==> config.mk <==
export PLATFORM = sky130hd
export DESIGN_NAME = iq_lo_gen
export DESIGN_NICKNAME = d
export VERILOG_FILES = /design/src/rtl/iq_lo_pkg.sv /design/src/rtl/iq_lo_lut.sv /design/src/rtl/iq_lo_gen.sv
export SDC_FILE = /design/constraint.sdc
export NUM_CORES = 1
export LEC_CHECK = 0
export CAP_MARGIN = 20
export CORE_MARGIN = 1.5
export CORE_UTILIZATION = 25
export CTS_CLUSTER_SIZE = 30
export DETAILED_ROUTE_END_ITERATION = 12
export GPL_ROUTABILITY_DRIVEN = 0
export GPL_TIMING_DRIVEN = 0
export MAX_ROUTING_LAYER = met4
export SYNTH_ARGS = -nofsm -noshare
export SYNTH_HDL_FRONTEND = slang
export SYNTH_SLANG_ARGS = --single-unit
export TNS_END_PERCENT = 1
==> constraint.sdc <==
create_clock -name clk -period 3.2 [get_ports clk]
set_clock_uncertainty 0.15 [all_clocks]
set_input_delay 0.96 -clock clk [delete_from_list [all_inputs] [get_ports clk]]
set_output_delay 0.96 -clock clk [all_outputs]
set_load 0.01 [all_outputs]
==> src/rtl/iq_lo_pkg.sv <==
// Shared types and helpers for the quadrature LO generator.
// State encoding, phase index type and amplitude function.
package iq_lo_pkg;

  typedef enum logic [1:0] {
    IDLE = 2'd0,
    RUN  = 2'd1,
    HOLD = 2'd2
  } lo_state_t;

  typedef logic [1:0] phase_t;

  function automatic int lo_amp(input int data_w);
    return (1 << (data_w - 1)) - 1;
  endfunction

endpackage

==> src/rtl/iq_lo_lut.sv <==
// Quarter-rate cos/sin table lookup.
// Pure combinational; the top registers the result.
module iq_lo_lut
  import iq_lo_pkg::*;
#(
  parameter int DATA_W = 2
) (
  input  phase_t                    phase,
  input  logic                      conj,
  output logic signed [DATA_W-1:0] cos_v,
  output logic signed [DATA_W-1:0] sin_v
);

  localparam logic signed [DATA_W-1:0] AMP =
    DATA_W'(lo_amp(DATA_W));

  logic signed [DATA_W-1:0] sin_raw;

  always_comb begin
    cos_v   = '0;
    sin_raw = '0;
    unique case (phase)
      2'd0:    cos_v   = AMP;
      2'd1:    sin_raw = AMP;
      2'd2:    cos_v   = -AMP;
      default: sin_raw = -AMP;
    endcase
    sin_v = conj ? -sin_raw : sin_raw;
  end

endmodule

==> src/rtl/iq_lo_gen.sv <==
// Quadrature LO generator: fs/4 cos/sin steps with
// programmable hold, start phase, sideband and run control.
module iq_lo_gen
  import iq_lo_pkg::*;
#(
  parameter int DATA_W = 2,
  parameter int DIV_W  = 8
) (
  input  logic                     clk,
  input  logic                     resetn,
  input  logic                     en_i,
  input  logic                     sync_i,
  input  logic                     stop_i,
  input  logic [DIV_W-1:0]         div_i,
  input  logic [1:0]               phase_ofs_i,
  input  logic                     conj_i,
  output logic signed [DATA_W-1:0] cos_o,
  output logic signed [DATA_W-1:0] sin_o,
  output logic [1:0]               phase_o,
  output logic                     valid_o,
  output logic                     running_o
);

  lo_state_t        state_q, state_d;
  phase_t           phase_q, phase_d;
  logic [DIV_W-1:0] cnt_q, cnt_d;
  logic [DIV_W-1:0] div_q, div_d;
  logic             load;

  logic signed [DATA_W-1:0] lut_cos, lut_sin;

  // Table is indexed by the next phase so a load
  // captures the new sample on the same edge.
  iq_lo_lut #(.DATA_W(DATA_W)) u_lut (
    .phase (phase_d),
    .conj  (conj_i),
    .cos_v (lut_cos),
    .sin_v (lut_sin)
  );

  always_comb begin
    state_d = state_q;
    phase_d = phase_q;
    cnt_d   = cnt_q;
    div_d   = div_q;
    load    = 1'b0;
    if (stop_i) begin
      state_d = IDLE;
      phase_d = '0;
      cnt_d   = '0;
    end else begin
      unique case (state_q)
        IDLE: begin
          if (en_i) begin
            state_d = RUN;
            phase_d = phase_ofs_i;
            div_d   = div_i;
            cnt_d   = '0;
            load    = 1'b1;
          end
        end
        RUN, HOLD: begin
          if (sync_i) begin
            state_d = en_i ? RUN : HOLD;
            phase_d = phase_ofs_i;
            div_d   = div_i;
            cnt_d   = '0;
            load    = 1'b1;
          end else if (en_i) begin
            state_d = RUN;
            if (cnt_q == div_q) begin
              cnt_d   = '0;
              phase_d = phase_q + 2'd1;
              load    = 1'b1;
            end else begin
              cnt_d = cnt_q + DIV_W'(1);
            end
          end else begin
            state_d = HOLD;
          end
        end
        default: begin
          state_d = IDLE;
          phase_d = '0;
          cnt_d   = '0;
        end
      endcase
    end
  end

  always_ff @(posedge clk or negedge resetn) begin
    if (!resetn) begin
      state_q   <= IDLE;
      phase_q   <= '0;
      cnt_q     <= '0;
      div_q     <= '0;
      cos_o     <= '0;
      sin_o     <= '0;
      valid_o   <= 1'b0;
      running_o <= 1'b0;
    end else begin
      state_q   <= state_d;
      phase_q   <= phase_d;
      cnt_q     <= cnt_d;
      div_q     <= div_d;
      valid_o   <= load;
      running_o <= (state_d == RUN);
      if (stop_i) begin
        cos_o <= '0;
        sin_o <= '0;
      end else if (load) begin
        cos_o <= lut_cos;
        sin_o <= lut_sin;
      end
    end
  end

  assign phase_o = phase_q;

endmodule

==> summary.txt <==
Clocking
  – Clock-pin slew of the registers on the worst-case setup and hold paths: 90 ps
  – Cell at the root of the clock tree: sky130_fd_sc_hd__clkbuf_8
  – CTS resizes: 0
  – # Post-CTS Setup Buffers: 0
  – Sink Count: 26
  – CTS hold repair buffers: 0
  – TritonCTS clock tree: built
  – CTS H-tree depth: 1
  – Worst-Skew Late Latency: 270 ps
  – Clock tree buffer depth: 2
  – TritonCTS buffer count: 3

Synth
  – Top-count cell post-synth: sky130_fd_sc_hd__dfrtp_1
  – Leading register cell type out of synthesis: sky130_fd_sc_hd__dfrtp_1
  – Commonest cells in the synthesized netlist: 26 x sky130_fd_sc_hd__dfrtp_1, 10 x sky130_fd_sc_hd__nor2_1, 10 x sky130_fd_sc_hd__o21ai_0, 10 x sky130_fd_sc_hd__xnor2_1
  – Yosys top cell by area: sky130_fd_sc_hd__dfrtp_1
  – Yosys warns: 0
  – Seq cells post-synth: 26
  – Unique cell type count in the Yosys netlist: 42
  – Adder and majority gate portion of the synthesized area: 2.679%
  – Number of nets in the synthesized netlist: 154
  – Count of flip-flops with a built-in enable after synthesis: 0
  – Syn_area_per_cell: 10.38 µm²
  – Multiplexer share of the synthesized area: 7.946%
  – XOR/XNOR Fraction of Synth Area: 7.500%
  – Share of the synthesized area in the top cell type: 46.43%
  – Combined area of all synthesized cells: 1401 µm²
  – Main combinational cell family by area after synthesis: simple AND/OR/NAND/NOR gates
  – Async set-reset flop share out of synthesis: 100.0%
  – Fraction of the mapped netlist area in compound gates: 15.45%
  – Seq/Total Area, Yosys: 46.43%
  – Count of mapped cells out of synthesis: 135
  – Simple-Gate Fraction of Synth Area: 17.23%
  – Ranking of synthesized cells by area: sky130_fd_sc_hd__dfrtp_1 46%, sky130_fd_sc_hd__mux2_2 6.4%, sky130_fd_sc_hd__xnor2_1 6.3%, sky130_fd_sc_hd__o21ai_0 3.6%, sky130_fd_sc_hd__ha_1 2.7%

Flow run
  – Number of maximum-capacitance violations: 0

Routing
  – Mean routed wirelength per cell: 11.78 µm
  – Total wire length after detailed routing: 2768 µm
  – Vias per inst: 4.643
  – Number of detailed-route iterations in the first pass: 4
  – Count of unresolved DRC violations after routing: 0
  – Antenna-violating nets left: 0
  – Number of DRC markers in iteration 0: 62
  – Total via count in the routed design: 1091

Layout
  – Post-route non-filler standard cell count: 235
  – Final layout net count: 183
  – Layout cell share with drive strength beyond 1: 11.66%
  – Diode insertion count for antenna repair: 0
  – Signed area change from the synthesized netlist to the final layout: 28.75%
  – Cell area after layout: 1804 µm²

GRT
  – Residual overflow from global routing: 0
  – Maximum number of pins on one net before global-route repair: 16
  – Most used routing layer in global routing: met2
  – Wire length of the first global-routing pass: 4905 µm
  – Number of global-route vias before repair: 1064
  – Global router's overall resource usage: 10.39%
  – Global routing usage on met2: 15.74%
  – Number of antenna violations at the first check in global routing: 0
  – Met3 routing resource usage after global routing: 1.529%
  – Grt met1 use: 13.59%

Critical path
  – Startpoint of the worst register-to-register path: state_q[1]
  – Slack of the worst reg-to-reg path: 810 ps
  – Required time worst endpoint: 3190 ps
  – Max FO, Critical Path: 10
  – Arrival time at the worst endpoint: 2980 ps
  – Capturing element type of the critical path: register
  – Number of cells on the worst reg-to-reg path: 8
  – End of the worst register-to-register path: sin_o[1]
  – Startpoint-to-endpoint class of the critical path: primary input to register
  – Worst setup SP type: primary input

Placement
  – Placed cell areas: 1749 µm²
  – Inst Count DP: 231
  – HPWL reported at the end of detailed placement: 2118 µm
  – Total of buffers placed on input and output ports: 23

STA
  – Total count of hold-check failures in the final report: 0
  – Final period utilization: 93.31%
  – Worst slew margin relative to its limit: 41.39%
  – RSZ-0062 raised after global routing: no
  – Hold_ws: 378.1 ps
  – Highest clock frequency the design can meet: 334.9 MHz
  – Fin Setup TNS: 0 ps
  – Transition time at the pin with the least slew margin: 872.4 ps
  – Total setup violations reported at the end of the flow: 0
  – Fin crit period: 2986 ps
  – Final Max Tran Viols: 0

Worst hold path
  – Hold Crit Depth: 2
  – Hold wc startpoint: sin_o[1]
  – Path type of the worst min-delay path: register to register
  – Hold endpoint: sin_o[1]

Floorplanning
  – Placeable core region: 5473 µm²
  – Vertical die dimension: 77.87 µm
  – Number of ports placed on the die boundary: 24
  – Die width: 77.87 µm
  – Initial cell density of the core: 25.61%
  – Row cnt: 27
  – Overall die area: 6064 µm²

Run status
  – Result of the run: finished clean

Pwr
  – Leakage power total: 0.0007194 µW
  – Maximum vdd ir drop: 0.1629 mV
  – P per Cell Area: 454.2 nW/µm²
  – Final Power: 819.4 µW
==> cell usage in the layout, fill, tap and decap left out, drive strengths merged, types with 2 or more instances in the layout <==
cell           netlist  layout
o21ai               10      10
nand2b               2       2
nand2                8       8
nor3                 6       6
nand3                6       6
a211oi               2       2
a21o                 2       2
nor4                 2       2
clkdlybuf4s50        0      23
ha                   3       3
a21oi                2       2
o41ai                2       2
clkbuf               3       7
inv                  6       6
xor2                 2       2
a22o                 2       2
nand4                2       2
and3                 2       2
o21a                 2       2
mux2                 9       9
buf                  1       2
xnor2               10      10
nor2                10      10
dfrtp               26      26
and2b                2       2
==> power by group <==
group          switching (µW)  total, µW  internal [µW]
registers                27.4        395            368
logic                    94.5        210            115
clock network             104        214            110
==> worst max-delay path, cell delays in order <==
cell                              delay, ps
sky130_fd_sc_hd__clkdlybuf4s50_1        540
sky130_fd_sc_hd__clkbuf_1               350
sky130_fd_sc_hd__inv_1                  110
sky130_fd_sc_hd__o311a_1                370
sky130_fd_sc_hd__nor3_2                 340
sky130_fd_sc_hd__nor3b_1                230
sky130_fd_sc_hd__a211oi_1                70
==> sequential cells by signal, indices dropped and copies added, names as in the netlist <==
signal,flops
cnt_q,8
div_q,8
cos_o,2
phase_o,2
sin_o,2
state_q,2
running_o,1
valid_o,1
==> through the flow <==
stage          setup WS, ps  utilization (%)
2_1_floorplan         641.2                -
3_3_place_gp         -58.96            31.46
3_5_place_dp         -75.21            31.96
4_1_cts               202.6            32.97
5_1_grt               74.41            32.97
6_report              214.0            32.97
==> routing by layer <==
metal,wire [µm],up-vias
li1,-,545
met1,1346,523
met2,1283,19
met3,89,4
met4,48,0
met5,0,-
==> cells by family (layout without fill, tap and decap cells) <==
group	after synthesis	in the layout
buffers and inverters	10	38
DFF	26	26
adders and majority gates	3	3
xor gates and xnor gates	12	12
AOI/OAI and AO/OA	30	30
muxes	10	10
and+or+nand+nor	44	44
==> area by class of cell <==
class	instances	area, µm²
fillers	582	3669
multi-input cells	99	711.9
flip-flops and latches	26	650.6
repair buffers	24	257.7
well taps	72	90.09
clock buffers	4	55.05
inverters	6	22.52
plain buffers	4	16.27
==> how the worst max path moves through the flow <==
stage,start,to,depth (start not counted)
global route,en_i,cos_o[1],7
floorplan,en_i,sin_o[1],6
CTS,en_i,sin_o[0],7
global placement,en_i,sin_o[0],7
detailed placement,en_i,sin_o[0],7
finish,en_i,sin_o[0],7
Note: power is estimated with default switching activity, not from simulation.
